[config.mk]
export PLATFORM = sky130hd
export DESIGN_NAME = vram_burst_reader_flat
export DESIGN_NICKNAME = d
export VERILOG_FILES = /design/src/rtl/vram_reader_pkg.sv /design/src/rtl/vram_burst_reader_if.sv /design/src/rtl/sync_fifo_fwft.sv /design/src/rtl/vram_burst_reader.sv /design/src/flat_wrapper.sv
export SDC_FILE = /design/constraint.sdc
export NUM_CORES = 1
export LEC_CHECK = 0
export BUFFER_PORTS_ARGS = -buffer_cell sky130_fd_sc_hd__buf_2
export CORE_UTILIZATION = 46
export DETAILED_ROUTE_END_ITERATION = 8
export PLACE_DENSITY = 0.68
export SYNTH_ARGS = -nofsm -noshare
export SYNTH_HDL_FRONTEND = slang
export SYNTH_SLANG_ARGS = --single-unit
export TNS_END_PERCENT = 20
[constraint.sdc]
create_clock -name clock -period 5 [get_ports clock]
set_clock_uncertainty 0.05 [all_clocks]
set_input_delay 0.5 -clock clock [delete_from_list [all_inputs] [get_ports clock]]
set_output_delay 0.5 -clock clock [all_outputs]
set_load 0.01 [all_outputs]
[src/rtl/vram_reader_pkg.sv]
// Shared types and sizing helpers for the VRAM burst reader.
// The credit width must hold fifo occupancy plus in-flight reads.
package vram_reader_pkg;

    typedef enum logic [1:0] {
        IDLE,
        FETCH,
        DRAIN,
        DONE
    } rd_state_e;

    localparam int RD_LAT_DEF = 2;

    function automatic int crd_w(input int depth, input int lat);
        return $clog2(depth + lat + 1);
    endfunction

endpackage

[src/rtl/vram_burst_reader_if.sv]
// RAM port B read bus plus the outgoing word stream.
// master = burst reader, slave = RAM and consumer side.
interface vram_burst_reader_if #(
    parameter int ADDR_W = 10,
    parameter int DATA_W = 16
);

    logic              mem_rden;
    logic [ADDR_W-1:0] mem_addr;
    logic [DATA_W-1:0] mem_q;
    logic              out_valid;
    logic              out_ready;
    logic [DATA_W-1:0] out_data;
    logic              out_last;

    modport master (
        output mem_rden,
        output mem_addr,
        input  mem_q,
        output out_valid,
        input  out_ready,
        output out_data,
        output out_last
    );

    modport slave (
        input  mem_rden,
        input  mem_addr,
        output mem_q,
        input  out_valid,
        output out_ready,
        input  out_data,
        input  out_last
    );

endinterface

[src/rtl/sync_fifo_fwft.sv]
// Single-clock first-word-fall-through FIFO, power-of-two depth.
// The head word is presented while not empty; zero when empty.
module sync_fifo_fwft #(
    parameter  int W     = 16,
    parameter  int DEPTH = 4,
    localparam int AW    = $clog2(DEPTH),
    localparam int CW    = $clog2(DEPTH + 1)
) (
    input  logic          clock,
    input  logic          reset,
    input  logic          push,
    input  logic [W-1:0]  din,
    input  logic          pop,
    output logic [W-1:0]  dout,
    output logic [CW-1:0] count,
    output logic          empty,
    output logic          full
);

    logic [W-1:0]  mem [DEPTH];
    logic [AW-1:0] wp;
    logic [AW-1:0] rp;
    logic          wr;
    logic          rd;

    assign empty = (count == '0);
    assign full  = (count == CW'(DEPTH));
    assign rd    = pop && !empty;
    // a full fifo still accepts a word when the head leaves this cycle
    assign wr    = push && (!full || rd);
    assign dout  = empty ? '0 : mem[rp];

    always_ff @(posedge clock) begin
        if (reset) begin
            wp    <= '0;
            rp    <= '0;
            count <= '0;
        end else begin
            if (wr)
                wp <= wp + 1'b1;
            if (rd)
                rp <= rp + 1'b1;
            if (wr && !rd)
                count <= count + 1'b1;
            else if (rd && !wr)
                count <= count - 1'b1;
        end
    end

    always_ff @(posedge clock) begin
        if (wr)
            mem[wp] <= din;
    end

endmodule

[src/rtl/vram_burst_reader.sv]
// Burst fetch engine on shared-RAM port B with credit-limited
// read issue and a FWFT output FIFO feeding a valid/ready consumer.
module vram_burst_reader
    import vram_reader_pkg::*;
#(
    parameter int ADDR_W     = 10,
    parameter int DATA_W     = 16,
    parameter int LEN_W      = 11,
    parameter int RD_LAT     = RD_LAT_DEF,
    parameter int FIFO_DEPTH = 4
) (
    input  logic               clock,
    input  logic               reset,
    input  logic               start,
    input  logic [ADDR_W-1:0]  base_addr,
    input  logic [LEN_W-1:0]   word_cnt,
    output logic               busy,
    output logic               done,
    vram_burst_reader_if.master bus
);

    localparam int CW  = crd_w(FIFO_DEPTH, RD_LAT);
    localparam int FCW = $clog2(FIFO_DEPTH + 1);

    rd_state_e         state;
    logic [ADDR_W-1:0] addr;
    logic [LEN_W-1:0]  issue_left;
    logic [LEN_W-1:0]  recv_left;
    logic [RD_LAT-1:0] vld_sr;
    logic [RD_LAT-1:0] sr_nxt;
    logic [FCW-1:0]    fcount;
    logic              fempty;
    logic              ffull;
    logic              push;
    logic              pop;
    logic [CW-1:0]     cnt_nxt;
    logic [CW-1:0]     infl_nxt;
    logic              credit_ok;

    assign push          = vld_sr[RD_LAT-1];
    assign bus.out_valid = !fempty;
    assign pop           = !fempty && bus.out_ready;
    assign bus.out_last  = !fempty && (recv_left == LEN_W'(1));

    sync_fifo_fwft #(
        .W     (DATA_W),
        .DEPTH (FIFO_DEPTH)
    ) u_fifo (
        .clock (clock),
        .reset (reset),
        .push  (push),
        .din   (bus.mem_q),
        .pop   (pop),
        .dout  (bus.out_data),
        .count (fcount),
        .empty (fempty),
        .full  (ffull)
    );

    // mem_rden is registered, so credit is judged on next-cycle occupancy
    always_comb begin
        sr_nxt   = (vld_sr << 1) | RD_LAT'(bus.mem_rden);
        infl_nxt = '0;
        for (int i = 0; i < RD_LAT; i++)
            infl_nxt = infl_nxt + CW'(sr_nxt[i]);
        cnt_nxt   = CW'(fcount) + CW'(push) - CW'(pop);
        credit_ok = (cnt_nxt + infl_nxt) < CW'(FIFO_DEPTH);
    end

    always_ff @(posedge clock) begin
        if (reset) begin
            state        <= IDLE;
            busy         <= 1'b0;
            done         <= 1'b0;
            bus.mem_rden <= 1'b0;
            bus.mem_addr <= '0;
            addr         <= '0;
            issue_left   <= '0;
            recv_left    <= '0;
            vld_sr       <= '0;
        end else begin
            vld_sr       <= sr_nxt;
            done         <= 1'b0;
            bus.mem_rden <= 1'b0;
            if (pop)
                recv_left <= recv_left - 1'b1;
            unique case (state)
                IDLE: begin
                    if (start) begin
                        busy      <= 1'b1;
                        recv_left <= word_cnt;
                        if (word_cnt != '0) begin
                            state        <= FETCH;
                            bus.mem_rden <= 1'b1;
                            bus.mem_addr <= base_addr;
                            addr         <= base_addr + 1'b1;
                            issue_left   <= word_cnt - 1'b1;
                        end else begin
                            state <= DONE;
                        end
                    end
                end
                FETCH: begin
                    if (issue_left == '0) begin
                        state <= DRAIN;
                    end else if (credit_ok) begin
                        bus.mem_rden <= 1'b1;
                        bus.mem_addr <= addr;
                        addr         <= addr + 1'b1;
                        issue_left   <= issue_left - 1'b1;
                    end
                end
                DRAIN: begin
                    if (pop && recv_left == LEN_W'(1)) begin
                        state <= DONE;
                        done  <= 1'b1;
                        busy  <= 1'b0;
                    end
                end
                DONE: begin
                    // an empty burst arrives here still busy
                    if (busy) begin
                        busy <= 1'b0;
                        done <= 1'b1;
                    end else begin
                        state <= IDLE;
                    end
                end
            endcase
        end
    end

    always_ff @(posedge clock) begin
        if (!reset)
            assert (!(push && ffull && !pop));
    end

endmodule
[src/flat_wrapper.sv]
// flat-port wrapper written by rule: the top's interface ports become plain ports
module vram_burst_reader_flat import vram_reader_pkg::*;
#(
    parameter int ADDR_W     = 10,
    parameter int DATA_W     = 16,
    parameter int LEN_W      = 11,
    parameter int RD_LAT     = RD_LAT_DEF,
    parameter int FIFO_DEPTH = 4
)
  (clock, reset, start, base_addr, word_cnt, busy, done, bus_mem_rden, bus_mem_addr, bus_mem_q, bus_out_valid, bus_out_ready, bus_out_data, bus_out_last);
  vram_burst_reader_if #(.ADDR_W(ADDR_W), .DATA_W(DATA_W)) bus_i ();
  input  logic clock;
  input  logic reset;
  input  logic start;
  input  logic [ADDR_W-1:0] base_addr;
  input  logic [LEN_W-1:0] word_cnt;
  output logic busy;
  output logic done;
  output wire logic [$bits(bus_i.mem_rden)-1:0] bus_mem_rden;
  output wire logic [$bits(bus_i.mem_addr)-1:0] bus_mem_addr;
  input wire logic [$bits(bus_i.mem_q)-1:0] bus_mem_q;
  output wire logic [$bits(bus_i.out_valid)-1:0] bus_out_valid;
  input wire logic [$bits(bus_i.out_ready)-1:0] bus_out_ready;
  output wire logic [$bits(bus_i.out_data)-1:0] bus_out_data;
  output wire logic [$bits(bus_i.out_last)-1:0] bus_out_last;
  assign bus_mem_rden = bus_i.mem_rden;
  assign bus_mem_addr = bus_i.mem_addr;
  assign bus_i.mem_q = bus_mem_q;
  assign bus_out_valid = bus_i.out_valid;
  assign bus_i.out_ready = bus_out_ready;
  assign bus_out_data = bus_i.out_data;
  assign bus_out_last = bus_i.out_last;
  vram_burst_reader #(.ADDR_W(ADDR_W), .DATA_W(DATA_W), .LEN_W(LEN_W), .RD_LAT(RD_LAT), .FIFO_DEPTH(FIFO_DEPTH)) u_core (.clock(clock), .reset(reset), .start(start), .base_addr(base_addr), .word_cnt(word_cnt), .busy(busy), .done(done), .bus(bus_i));
endmodule
==> results.md, run 1 <==
- The endpoint of the worst hold path is u_core.u_fifo.mem[0][13].
- The maximum buffer depth of the clock tree is 2.
- STA classifies the critical path startpoint as a flop.
- The highest achievable clock rate is 0.290 GHz.
- The level count of the clock H-tree is 4.
- The most common flop cell mapped by yosys is sky130_fd_sc_hd__edfxtp_1.
- The maximum fanout along the worst path is 34.
- In this run the tightest slew margin relative to its limit is 0.423.
- The worst hold path stage count is 1.
- Each instance of the synthesized netlist takes up on average ~11 sq um.
- In this run the static leakage power is 2.60 nW.
- The clock tree from TritonCTS is built.
- The final antenna diode count is 0.
- The post-cts gate resize count is 0.
- The final setup TNS is 0 ns.
- Yosys attributes the largest share of cell area to sky130_fd_sc_hd__edfxtp_1, sky130_fd_sc_hd__dfxtp_1, sky130_fd_sc_hd__mux4_2.
- The source-to-sink clock delay at the later pin of the worst-skew pair is between 0.4 and 0.5 ns.
- Setup violations remaining at the end of the flow were counted as 0.
- The final layout contains routed wiring with a total length of roughly 13000 um.
- The overall die height is 116 um.
- The launch instance of the worst min-delay path is bus_mem_q[13].
- The cell at the slowest stage of the critical path is sky130_fd_sc_hd__ha_2.
- The weighted congestion at the end of routability-driven global placement is 0.829.
- The area share of the largest cell type after synthesis is 0.319.
- The worst setup path is of the reg -> reg kind.
- Of the total synthesized cell area, the portion taken by full adders, half adders and majority gates is 0.0407.
- The number of buffers created by CTS is 17.
- Once detail routing completed, the nets flagged for antenna violations numbered 0.
- The effective utilization at floorplan is 0.475.
- The global-route total usage across every layer is 0.203.
- Walking the worst path, the cells encountered are inv_1 > ha_2 > mux2i_1 > ha_1 > nor4b_2 > o221ai_1 > or3_1 > or2_2 > o2111ai_1 > o31ai_1.
- The XOR/XNOR share of the synthesized area is 0.0276.
- The final count of pins violating max slew was 0.
- Setup repair after global routing left no endpoint under its margin.
- After synthesis, the largest family of logic cells by area is simple AND/OR/NAND/NOR gates.
- The average detailed-routed wire length per instance is approximately 17 um.
- The number of hold buffers added after cts is 0.
- Once the clock tree was built, the setup fixing pass inserted 0 buffers.
- The actual slew at the worst max-slew pin is 0.866 ns.
- The flow ran to the end, and the final reports show no timing, DRC or antenna violations.
- The routed layout has between 4k and 5k vias.
- After the first detailed-routing iteration, the DRC count stood at 300.
- Across all register-to-register paths, the minimum setup slack is 1.55 ns.
- The worst register-to-register path begins at u_core.state[1].
- The first-pass iteration count of the detailed router is 4.
- STA classifies the critical path endpoint as a flop.
- Across the VDD grid, the largest voltage drop is 367 uV.
- The total power density per cell area is about 550 nW/um^2.
- The number of distinct library cells after synthesis is 70.
- The portion of the clock cycle consumed by the worst path in the final layout is 0.689.
- The number of cell rows is 41.
- The max-cap violation count is 0.
- During placement, the flow inserted port buffers numbering 71.
- The first global-routing pass estimated 20700 um of wire.
- In this run the critical register-to-register path is captured at u_core.issue_left[10].
- After detailed routing, the number of vias per cell comes to 5.63.
- The required arrival time at the worst endpoint is between 5 and 6 ns.
- The buffer cell driving the clock tree root is sky130_fd_sc_hd__clkbuf_16.
- The routed design could run at a clock period as short as between 3 and 4 ns.
- The final count of hold timing violations is 0.
- The total DRC errors in the routed layout is 0.
- The share of synthesized area spent on multiplexers is 0.0819.
- The post-synthesis compound-gate area fraction is 0.135.
- Relative to the synthesized area, the layout overhead comes to 18.2%.
- The clock sink total is between 100 and 150.
- In this run the cell area of the synthesized design comes to roughly 6000 sq um.
- The final total power is between 3 and 4 mW.
- The area of the core is 12700 sq um.
- The die outline width is 116 um.
- The count of synthesis-stage warnings from yosys is 0.
- Summed over all instances, the cell type with the most area after synthesis is sky130_fd_sc_hd__edfxtp_1.
- The aggregate global routing overflow is 0.
- The number of nets in the layout is between 600 and 700.
- Clock-pin slew was measured on the worst setup and hold paths at 0.06 ns.
- between 70 and 80 I/O pins were placed.
- Once detailed placement completed, the half-perimeter wirelength came to 8880 um.
- On the worst path, the slowest cell contributes a delay of 0.60 ns.
- The number of antenna violations at the first check in global routing is 0.
- Data on the critical path arrives at its endpoint at about 3.7 ns.
- The die covers about 14000 sq um.
- In the synthesized netlist the async set-or-reset flop fraction comes to 0.
- The via count of the first global-routing pass is 4264.
- Entering global routing, the biggest net connects 59 pins.
- For the worst flop-to-flop path, the logic depth is 10.
- Of the synthesized area, sequential elements account for 0.512.
- Counting flops with a built-in enable in the synthesized netlist gives 64.
- The cell count after synthesis is 541.
- In this run the worst hold path is classified as in -> reg.
- Of the total synthesized cell area, the portion taken by AND, OR, NAND and NOR gates is 0.167.
- The number of register bits inferred by synthesis is 122.
- The number of nets produced by synthesis is 601.
- Of the cells placed in the final design, the portion with a size suffix greater than 1 is 0.222.
sequential cells by signal, indices dropped and copies added, names as in the netlist, 2 cells and up, named ones only:
signal	count
u_core.issue_left	11
u_core.addr	10
u_core.bus.mem_addr	10
u_core.u_fifo.count	3
u_core.u_fifo.mem	64
u_core.vld_sr	2
u_core.u_fifo.rp	2
u_core.u_fifo.wp	2
u_core.state	2
u_core.recv_left	11
how the worst max path moves through the flow:
stage          slack [ns]                      to  cells after the start              startpoint
2_1_floorplan        1.22   u_core.issue_left[10]                     14         u_core.state[1]
4_1_cts              1.54          u_core.addr[5]                     11  u_core.u_fifo.count[0]
6_report             1.55   u_core.issue_left[10]                     10         u_core.state[1]
5_1_grt              1.18   u_core.issue_left[10]                     10         u_core.state[1]
3_5_place_dp         1.50          u_core.addr[5]                     12           bus_out_ready
3_3_place_gp         1.59  u_core.bus.mem_addr[4]                     12           bus_out_ready
area by class of cell:
| class | instances | area, sq um |
|---|---|---|
| clock buffers | 18 | 429 |
| clock inverters | 13 | 191 |
| fillers | 1111 | 5560 |
| inverters | 18 | 67.6 |
| multi-input cells | 370 | 2730 |
| flip-flops and latches | 122 | 3080 |
| well taps | 172 | 215 |
| repair buffers | 76 | 393 |
metrics by stage:
stage	std cells	hold WS [ns]	setup WS (ns)	instance area, sq um	util
final	789	0.254	1.55	7110	0.561
after global routing	789	0.238	1.18	7110	0.561
after CTS	789	0.236	1.54	7110	0.561
after detailed placement	758	0.416	1.50	6490	0.512
after global placement	758	0.403	1.59	6490	0.512
after floorplan	541	0.392	1.22	6020	-
synthesized netlist by cell type, drive strengths merged (12+ instances only):
| library cell | n |
|---|---|
| nand3 | 12 |
| a211oi | 19 |
| nor3 | 12 |
| dfxtp | 58 |
| and2 | 22 |
| clkbuf | 16 |
| inv | 18 |
| edfxtp | 64 |
| a21oi | 32 |
| nor2 | 47 |
| mux4 | 16 |
| ha | 18 |
| buf | 15 |
| nand2 | 41 |
report_power, final:
group	switching, mW	total [mW]	internal, mW
clock network	0.446	1.28	0.837
logic	0.722	1.25	0.524
registers	0.155	1.37	1.22
total	1.32	3.90	2.58
worst max-delay path, delay by kind of cell (launching register included):
| family | cells | cell delay [ns] |
|---|---|---|
| mux | 1 | 0.30 |
| simple gates | 3 | 1.09 |
| buf+inv | 1 | 0.11 |
| flops | 1 | 0.33 |
| fa+ha+maj | 2 | 0.89 |
| compound gates | 3 | 0.54 |
layer usage:
layer,part of all wire,track usage
met1,0.45,0.249
met2,0.49,0.341
met3,0.043,0.0519
met4,0.016,0.0803
met5,0,0
cells in the final DEF (no fill, tap or decap), types with 18 or more instances in the layout:
| cell | netlist | final |
|---|---|---|
| sky130_fd_sc_hd__inv_1 | 18 | 18 |
| sky130_fd_sc_hd__a211oi_1 | 18 | 18 |
| sky130_fd_sc_hd__a21oi_1 | 32 | 32 |
| sky130_fd_sc_hd__dfxtp_1 | 58 | 58 |
| sky130_fd_sc_hd__buf_2 | 5 | 71 |
| sky130_fd_sc_hd__edfxtp_1 | 64 | 64 |
| sky130_fd_sc_hd__nand2_1 | 41 | 41 |
| sky130_fd_sc_hd__nor2_1 | 47 | 47 |
| sky130_fd_sc_hd__and2_1 | 22 | 22 |
cell families (layout without fill, tap and decap cells):
| logic type | after synthesis | in the layout |
|---|---|---|
| multiplexers | 29 | 29 |
| flip-flops | 122 | 122 |
| AO/OA/AOI/OAI | 113 | 113 |
| XOR/XNOR | 19 | 19 |
| buffers and inverters | 49 | 125 |
| adder cells (fa/ha/maj) | 19 | 19 |
| AND/OR/NAND/NOR | 190 | 190 |
No activity file was read; power rests on OpenSTA's default activity.
==> run 2: changes to the inputs <==
PLACE_DENSITY = 0.71   (was 0.68)
clock period = 2.8 ns   (was 5 ns; I/O delays follow)
==> run 2 against run 1 <==
Combinational power up 120%. Global-route usage up 0.91 points. Routed wire length up 6.4%. Largest cell class unchanged. Register-to-register slack worse by 1.6 ns. Critical path type unchanged. Die area unchanged. Fmax rose by 23%. The flow now finishes with violations (negative setup slack). Setup slack lost 1.6 ns. First-iteration DRC count fell by 23%.
==> results.md, run 2 (same netlist as run 1, synthesis figures left out) <==
- Largest regs: u_core.u_fifo.mem x64, u_core.issue_left x11, u_core.recv_left x11 (unchanged).
- The first-pass iteration count of the detailed router is 4 (unchanged).
- The average detailed-routed wire length per instance is 16.9 um (was 16.5 um).
- The final count of hold timing violations came to 0 (unchanged).
- The worst min-delay path category is in -> reg (unchanged).
- The peak ir drop on the vdd network was 460 uV (was 367 uV).
- The number of flip-flops under the largest register name was 64 (unchanged).
- The portion of the clock cycle consumed by the worst path in the final layout is 1.00 (was 0.689).
- The number of hold buffers added after cts is 0 (unchanged).
- Unrepaired setup endpoints after global routing: yes (was no).
- The critical path's top delay family was compound AO/OA/AOI/OAI gates (was simple AND/OR/NAND/NOR gates).
- The static power due to leakage is 2.81 nW (was 2.60 nW).
- The level count of the clock H-tree is 4 (unchanged).
- The placed standard-cell area is 6710 sq um (was 6490 sq um).
- The max-cap violation count was 0 (unchanged).
- The core occupancy in the finished layout is 0.596 (was 0.561).
- The commonest non-fill, non-tap cell in the layout is sky130_fd_sc_hd__buf_2 (unchanged).
- The final total power is 7.61 mW (was 3.90 mW).
- The final-layout worst hold slack came to 0.0174 ns (was 0.254 ns).
- The post-layout instance count excluding filler cells is 823 (was 789).
- The actual slew at the worst max-slew pin is 0.620 ns (was 0.866 ns).
- The worst setup timing slack at the placement stage came to -0.0819 ns (was 1.50 ns).
- The pin count of the biggest net entering global routing is 58 (was 59).
- The cell at the slowest stage of the critical path is sky130_fd_sc_hd__dfxtp_2 (was sky130_fd_sc_hd__ha_2).
- The total number of vias came to 4673 (was 4444).
- The relative slew slack is 0.587 (was 0.423).
- The source-to-sink clock delay at the later pin of the worst-skew pair is 0.42 ns (was 0.41 ns).
- The shortest period the worst path allows is 2.81 ns (was 3.45 ns).
- The maximum buffer depth of the clock tree is 2 (unchanged).
- The required arrival time at the worst endpoint is 3.11 ns (was 5.22 ns).
- The worst path setup slack after routing came to -0.0109 ns (was 1.55 ns).
- The final standard cell area without fillers is 7550 sq um (was 7110 sq um).
- The clock tree from TritonCTS was built (unchanged).
- The half-perimeter wire length after placement is 8960 um (was 8880 um).
- The maximum fanout along the worst path is 6 (was 34).
- The top-level port count is 72 (unchanged).
- The global-route total usage across every layer was 0.212 (was 0.203).
- The stage delay of the slowest cell on the critical path is 0.32 ns (was 0.60 ns).
- The signal arrival time at the worst endpoint is 3.12 ns (was 3.67 ns).
- The register bank with the most flops was u_core.u_fifo.mem (unchanged).
- The number of antenna violations at the first check in global routing came to 0 (unchanged).
- The number of cells in the design after placement is 779 (was 758).
- The final setup TNS is -0.0109 ns (was 0 ns).
- The via count normalized by instance count is 5.68 (was 5.63).
- The critical path start-end classification is reg -> reg (unchanged).
- The effective utilization at floorplan is 0.475 (unchanged).
- The type of element capturing the critical path is a flop (unchanged).
- The number of cell rows is 41 (unchanged).
- The number of violations reported at the end of detailed-routing iteration 0 is 232 (was 300).
- The total of buffers placed on input and output ports is 71 (unchanged).
- The area of the core was 12700 sq um (unchanged).
- The detailed-route wire length is 13900 um (was 13000 um).
- The most frequent cell on the critical path is sky130_fd_sc_hd__nand3_2.
- The total DRC errors in the routed layout came to 0 (unchanged).
- The proportion of layout cells with a drive suffix above 1 is 0.290 (was 0.222).
- The final setup violation count is 1 (was 0).
- The number of nets in the layout came to 698 (was 665).
- The final count of pins violating max slew came to 0 (unchanged).
- The highest achievable clock rate came to 0.356 GHz (was 0.290 GHz).
- The weighted congestion at the end of routability-driven global placement is 0.825 (was 0.829).
- The type of origin of the critical path is a flop (unchanged).
- The clock transition at the registers of the reported paths is 0.06 ns (about the same).
- The overall die height was 116 um (unchanged).
- The number of antenna-violating nets in the routed design was 0 (unchanged).
- The clock sink total is 122 (unchanged).
- The total power density per cell area came to 1010 nW/um^2 (was 549 nW/um^2).
- The buffer cell driving the clock tree root is sky130_fd_sc_hd__clkbuf_16 (unchanged).
- The wire length of the first global-routing pass is 21600 um (was 20700 um).
- The via count of the first global-routing pass came to 4498 (was 4264).
- The final antenna diode count is 0 (unchanged).
- Commonest cells after routing, fill and taps aside: sky130_fd_sc_hd__buf_2, sky130_fd_sc_hd__edfxtp_1, sky130_fd_sc_hd__dfxtp_1 (unchanged).
- The die outline width came to 116 um (unchanged).
- Run status: complete, but fails checks (was finished, final reports clean).
- The aggregate global routing overflow was 0 (unchanged).
- The total buffers and inverters traversed by the critical path came to 5 (was 1).
- The final reports fail on negative setup slack.
- The number of buffers created by CTS is 17 (unchanged).
- Chain of cells forming the critical path: o31a_1 > ha_1 > inv_2 > ha_4 > nand3_2 > and3_4 > or2_4 > a211oi_4 > buf_4 > buf_12 > buf_8 > buf_6 > nand3_2 > a21oi_2 (was inv_1 > ha_2 > mux2i_1 > ha_1 > nor4b_2 > o221ai_1 > or3_1 > or2_2 > o2111ai_1 > o31ai_1).
- The area growth from synthesis to layout is 25.5% (was 18.2%).
- The area of the die was 13500 sq um (unchanged).
==> run 2: cell types whose count changed in the layout (fill, tap and decap cells not counted), moves of 3 or more <==
cell | previous run | this run
sky130_fd_sc_hd__buf_4 | 5 | 30
sky130_fd_sc_hd__buf_6 | 0 | 3
sky130_fd_sc_hd__dfxtp_1 | 58 | 54
sky130_fd_sc_hd__dfxtp_2 | 0 | 4
sky130_fd_sc_hd__ha_1 | 17 | 14
sky130_fd_sc_hd__ha_4 | 0 | 3
==> run 2: layout make-up <==
cell class                 count  area, sq um
fill                        1041         5120
clock buffer                  18          429
tap                          172          215
clock inverter                14          210
sequential                   122         3090
timing repair buffer         109          717
multi-input combinational    370         2830
inverter                      18         67.6
==> run 2: worst paths after layout <==
check                    startpoint                 endpoint  slack, ns  cells past startpoint
max          u_core.u_fifo.count[1]           u_core.addr[2]      -0.01                     14
min                    bus_mem_q[9]  u_core.u_fifo.mem[0][9]       0.02                      1
max reg2reg  u_core.u_fifo.count[1]           u_core.addr[2]      -0.01                     14
min reg2reg          u_core.addr[1]           u_core.addr[1]       0.43                      2
==> run 2: timing repair <==
action,4_1_cts,5_1_grt
setup endpoints to repair,18,25
gates resized for setup,2,23
gates cloned,0,1
setup buffers,0,11
pin swaps,1,15
==> run 2: power breakdown <==
group | internal (mW) | switching [mW] | total (mW) | leakage [nW]
logic | 1.31 | 1.49 | 2.80 | 1.44
registers | 2.18 | 0.268 | 2.45 | 1.05
clock network | 1.51 | 0.853 | 2.37 | 0.312
==> run 2: layer usage <==
layer,part of all wire,up-vias,GRT usage
li1,-,2232,-
met1,0.43,2298,0.261
met2,0.51,128,0.361
met3,0.050,15,0.0446
met4,0.013,0,0.0906
met5,0,-,0
==> run 2: worst register-to-register path, delay by kind of cell, from the launching register on <==
family / cells / cell delay (ns)
AO/OA/AOI/OAI: 3 / 0.71
adder cells (fa/ha/maj): 2 / 0.54
buffers and inverters: 5 / 0.53
flip-flops: 1 / 0.32
AND/OR/NAND/NOR: 4 / 0.60
==> run 3: changes to the inputs <==
PLACE_DENSITY = 0.68   (was 0.71)
clock period = 3.37 ns   (was 2.8 ns; I/O delays follow)
==> run 3 against run 2 <==
The run now ends clean. Utilization down 3.2 points. Via count down 3.7%. Cell count down 3.4%. Routed wire length down 5.4%. Sequential power down 17%. Worst hold slack better by 0.065 ns. Combinational power down 32%. Critical path type unchanged.
==> results.md, run 3 (same netlist as run 1, synthesis figures left out) <==
- The aggregate global routing overflow is 0 (unchanged).
- The via count normalized by instance count is 5.66 (was 5.68).
- The overall die height is 116 um (unchanged).
- The area growth from synthesis to layout is 18.7% (was 25.5%).
- The final count of hold timing violations came to 0 (unchanged).
- The max-cap violation count is 0 (unchanged).
- The critical path start-end classification is reg -> reg (unchanged).
- The pin count of the biggest net entering global routing came to 58 (unchanged).
- The area of the core is 12700 sq um (unchanged).
- The number of cell rows was 41 (unchanged).
- The area of the die is 13500 sq um (unchanged).
- Run status: finished, final reports clean (was complete, but fails checks).
- The commonest non-fill, non-tap cell in the layout is sky130_fd_sc_hd__buf_2 (unchanged).
- Commonest cells after routing, fill and taps aside: sky130_fd_sc_hd__buf_2, sky130_fd_sc_hd__edfxtp_1, sky130_fd_sc_hd__dfxtp_1 (unchanged).
- The total of buffers placed on input and output ports is 71 (unchanged).
- The post-CTS repair timing setup buffer count was 0 (unchanged).
- The relative slew slack is 0.443 (was 0.587).
- Largest regs: u_core.u_fifo.mem x64, u_core.issue_left x11, u_core.recv_left x11 (unchanged).
- The worst setup path startpoint is u_core.u_fifo.count[0] (was u_core.u_fifo.count[1]).
- The top-level port count is 72 (unchanged).
- Unrepaired setup endpoints after global routing: no (was yes).
- The maximum fanout along the worst path is 17 (was 6).
- The register bank with the most flops is u_core.u_fifo.mem (unchanged).
- The post-layout instance count excluding filler cells is 795 (was 823).
- The wire length of the first global-routing pass is 21300 um (was 21600 um).
- The actual slew at the worst max-slew pin is 0.835 ns (was 0.620 ns).
- The global-route total usage across every layer is 0.208 (was 0.212).
- The required arrival time at the worst endpoint came to 3.65 ns (was 3.11 ns).
- The weighted congestion at the end of routability-driven global placement was 0.822 (was 0.825).
- The buffer cell driving the clock tree root was sky130_fd_sc_hd__clkbuf_16 (unchanged).
- The signal arrival time at the worst endpoint is 3.21 ns (was 3.12 ns).
- The portion of the clock cycle consumed by the worst path in the final layout is 0.871 (was 1.00).
- The launch instance of the worst min-delay path is bus_mem_q[7] (was bus_mem_q[9]).
- The filler cell count came to 1080 (was 1041).
- The final standard cell area without fillers is 7150 sq um (was 7550 sq um).
- The first-pass iteration count of the detailed router came to 5 (was 4).
- The die outline width is 116 um (unchanged).
- The half-perimeter wire length after placement is 8860 um (was 8960 um).
- The maximum buffer depth of the clock tree is 2 (unchanged).
- The number of cells traversed by the worst register-to-register path came to 11 (was 14).
- The number of flip-flops under the largest register name is 64 (unchanged).
- The final antenna diode count came to 0 (unchanged).
- The static power due to leakage is 2.61 nW (was 2.81 nW).
- The post-cts gate resize count is 0 (was 2).
- The total number of vias was 4501 (was 4673).
- The shortest period the worst path allows came to 2.93 ns (was 2.81 ns).
- The total power density per cell area is 807 nW/um^2 (was 1010 nW/um^2).
- The final count of pins violating max slew is 0 (unchanged).
- The core occupancy in the finished layout is 0.564 (was 0.596).
- The average detailed-routed wire length per instance is 16.5 um (was 16.9 um).
- The clock sink total is 122 (unchanged).
- The final setup TNS is 0 ns (was -0.0109 ns).
- The placed standard-cell area is 6550 sq um (was 6710 sq um).
- The endpoint of the worst-slack reg-to-reg timing path is u_core.issue_left[2] (was u_core.addr[2]).
- The level count of the clock H-tree came to 4 (unchanged).
- The number of antenna-violating nets in the routed design is 0 (unchanged).
- The peak ir drop on the vdd network came to 451 uV (was 460 uV).
- The effective utilization at floorplan is 0.475 (unchanged).
- The detailed-route wire length came to 13100 um (was 13900 um).
- The endpoint of the worst hold path is u_core.u_fifo.mem[0][7] (was u_core.u_fifo.mem[0][9]).
- The worst min-delay path category is in -> reg (unchanged).
- The source-to-sink clock delay at the later pin of the worst-skew pair is 0.41 ns (was 0.42 ns).
- The clock tree from TritonCTS is built (unchanged).
- The number of antenna violations at the first check in global routing is 0 (unchanged).
- The number of violations reported at the end of detailed-routing iteration 0 is 338 (was 232).
- The highest achievable clock rate is 0.341 GHz (was 0.356 GHz).
- The number of hold buffers added after cts was 0 (unchanged).
- The proportion of layout cells with a drive suffix above 1 is 0.230 (was 0.290).
- The number of nets in the layout is 670 (was 698).
- The worst reg-to-reg setup slack is 0.44 ns (was -0.01 ns).
- The total DRC errors in the routed layout is 0 (unchanged).
- The clock transition at the registers of the reported paths is 0.06 ns (about the same).
- The type of element capturing the critical path is a flop (unchanged).
- The final setup violation count was 0 (was 1).
- The final total power is 5.77 mW (was 7.61 mW).
- The reg-to-reg critical path startpoint is u_core.u_fifo.count[0] (was u_core.u_fifo.count[1]).
- The number of buffers created by CTS came to 17 (unchanged).
- The via count of the first global-routing pass came to 4283 (was 4498).
- The number of cells in the design after placement is 763 (was 779).
- The worst hold path stage count is 1 (unchanged).
- The type of origin of the critical path is a flop (unchanged).
-- run 3: cell types whose count changed in the layout (fill, tap and decap cells not counted), sizes merged --
cell | previous run | this run
buf | 108 | 81
clkinvlp | 0 | 2
inv | 24 | 22
bufinv | 4 | 3
-- run 3: how the worst max path moves through the flow --
| stage | end |
|---|---|
| floorplan | u_core.issue_left[10] |
| global placement | u_core.issue_left[7] |
| detailed placement | u_core.issue_left[2] |
| CTS | u_core.issue_left[2] |
| global route | u_core.issue_left[2] |
| finish | u_core.issue_left[2] |
-- run 3: report_power, final --
group / internal (mW) / total [mW] / switching (mW)
clock: 1.17 / 1.83 / 0.662
sequential: 1.81 / 2.04 / 0.236
combinational: 0.804 / 1.90 / 1.09
-- run 3: area by class of cell --
cell class                      instances  area (sq um)  area share
Sequential cell                       122          3080       0.431
Multi-Input combinational cell        370          2750       0.385
Clock buffer                           19           433      0.0606
Timing Repair Buffer                   81           430      0.0602
Tap cell                              172           215      0.0301
Clock inverter                         13           166      0.0233
Inverter                               18          67.6     0.00945
-- run 3: through the flow --
stage	hold WS [ns]	setup WS [ns]
global route	0.0735	0.202
global placement	0.405	0.511
floorplan	0.386	0.0223
finish	0.0826	0.436
detailed placement	0.417	0.423
CTS	0.0614	0.401
-- run 3: critical path: stages, from the launching register on --
cell,delay [ns]
sky130_fd_sc_hd__dfxtp_1,0.37
sky130_fd_sc_hd__o31a_1,0.32
sky130_fd_sc_hd__ha_1,0.28
sky130_fd_sc_hd__inv_1,0.04
sky130_fd_sc_hd__ha_1,0.26
sky130_fd_sc_hd__nand3_1,0.08
sky130_fd_sc_hd__and3_1,0.17
sky130_fd_sc_hd__or2_0,0.36
sky130_fd_sc_hd__a211oi_4,0.30
sky130_fd_sc_hd__buf_4,0.25
sky130_fd_sc_hd__a221oi_1,0.11
sky130_fd_sc_hd__a311oi_1,0.25
-- run 3: layer usage --
metal	global-route usage	part of all wire
met1	0.269	0.45
met5	0	0
met4	0.0940	0.015
met3	0.0503	0.048
met2	0.332	0.49
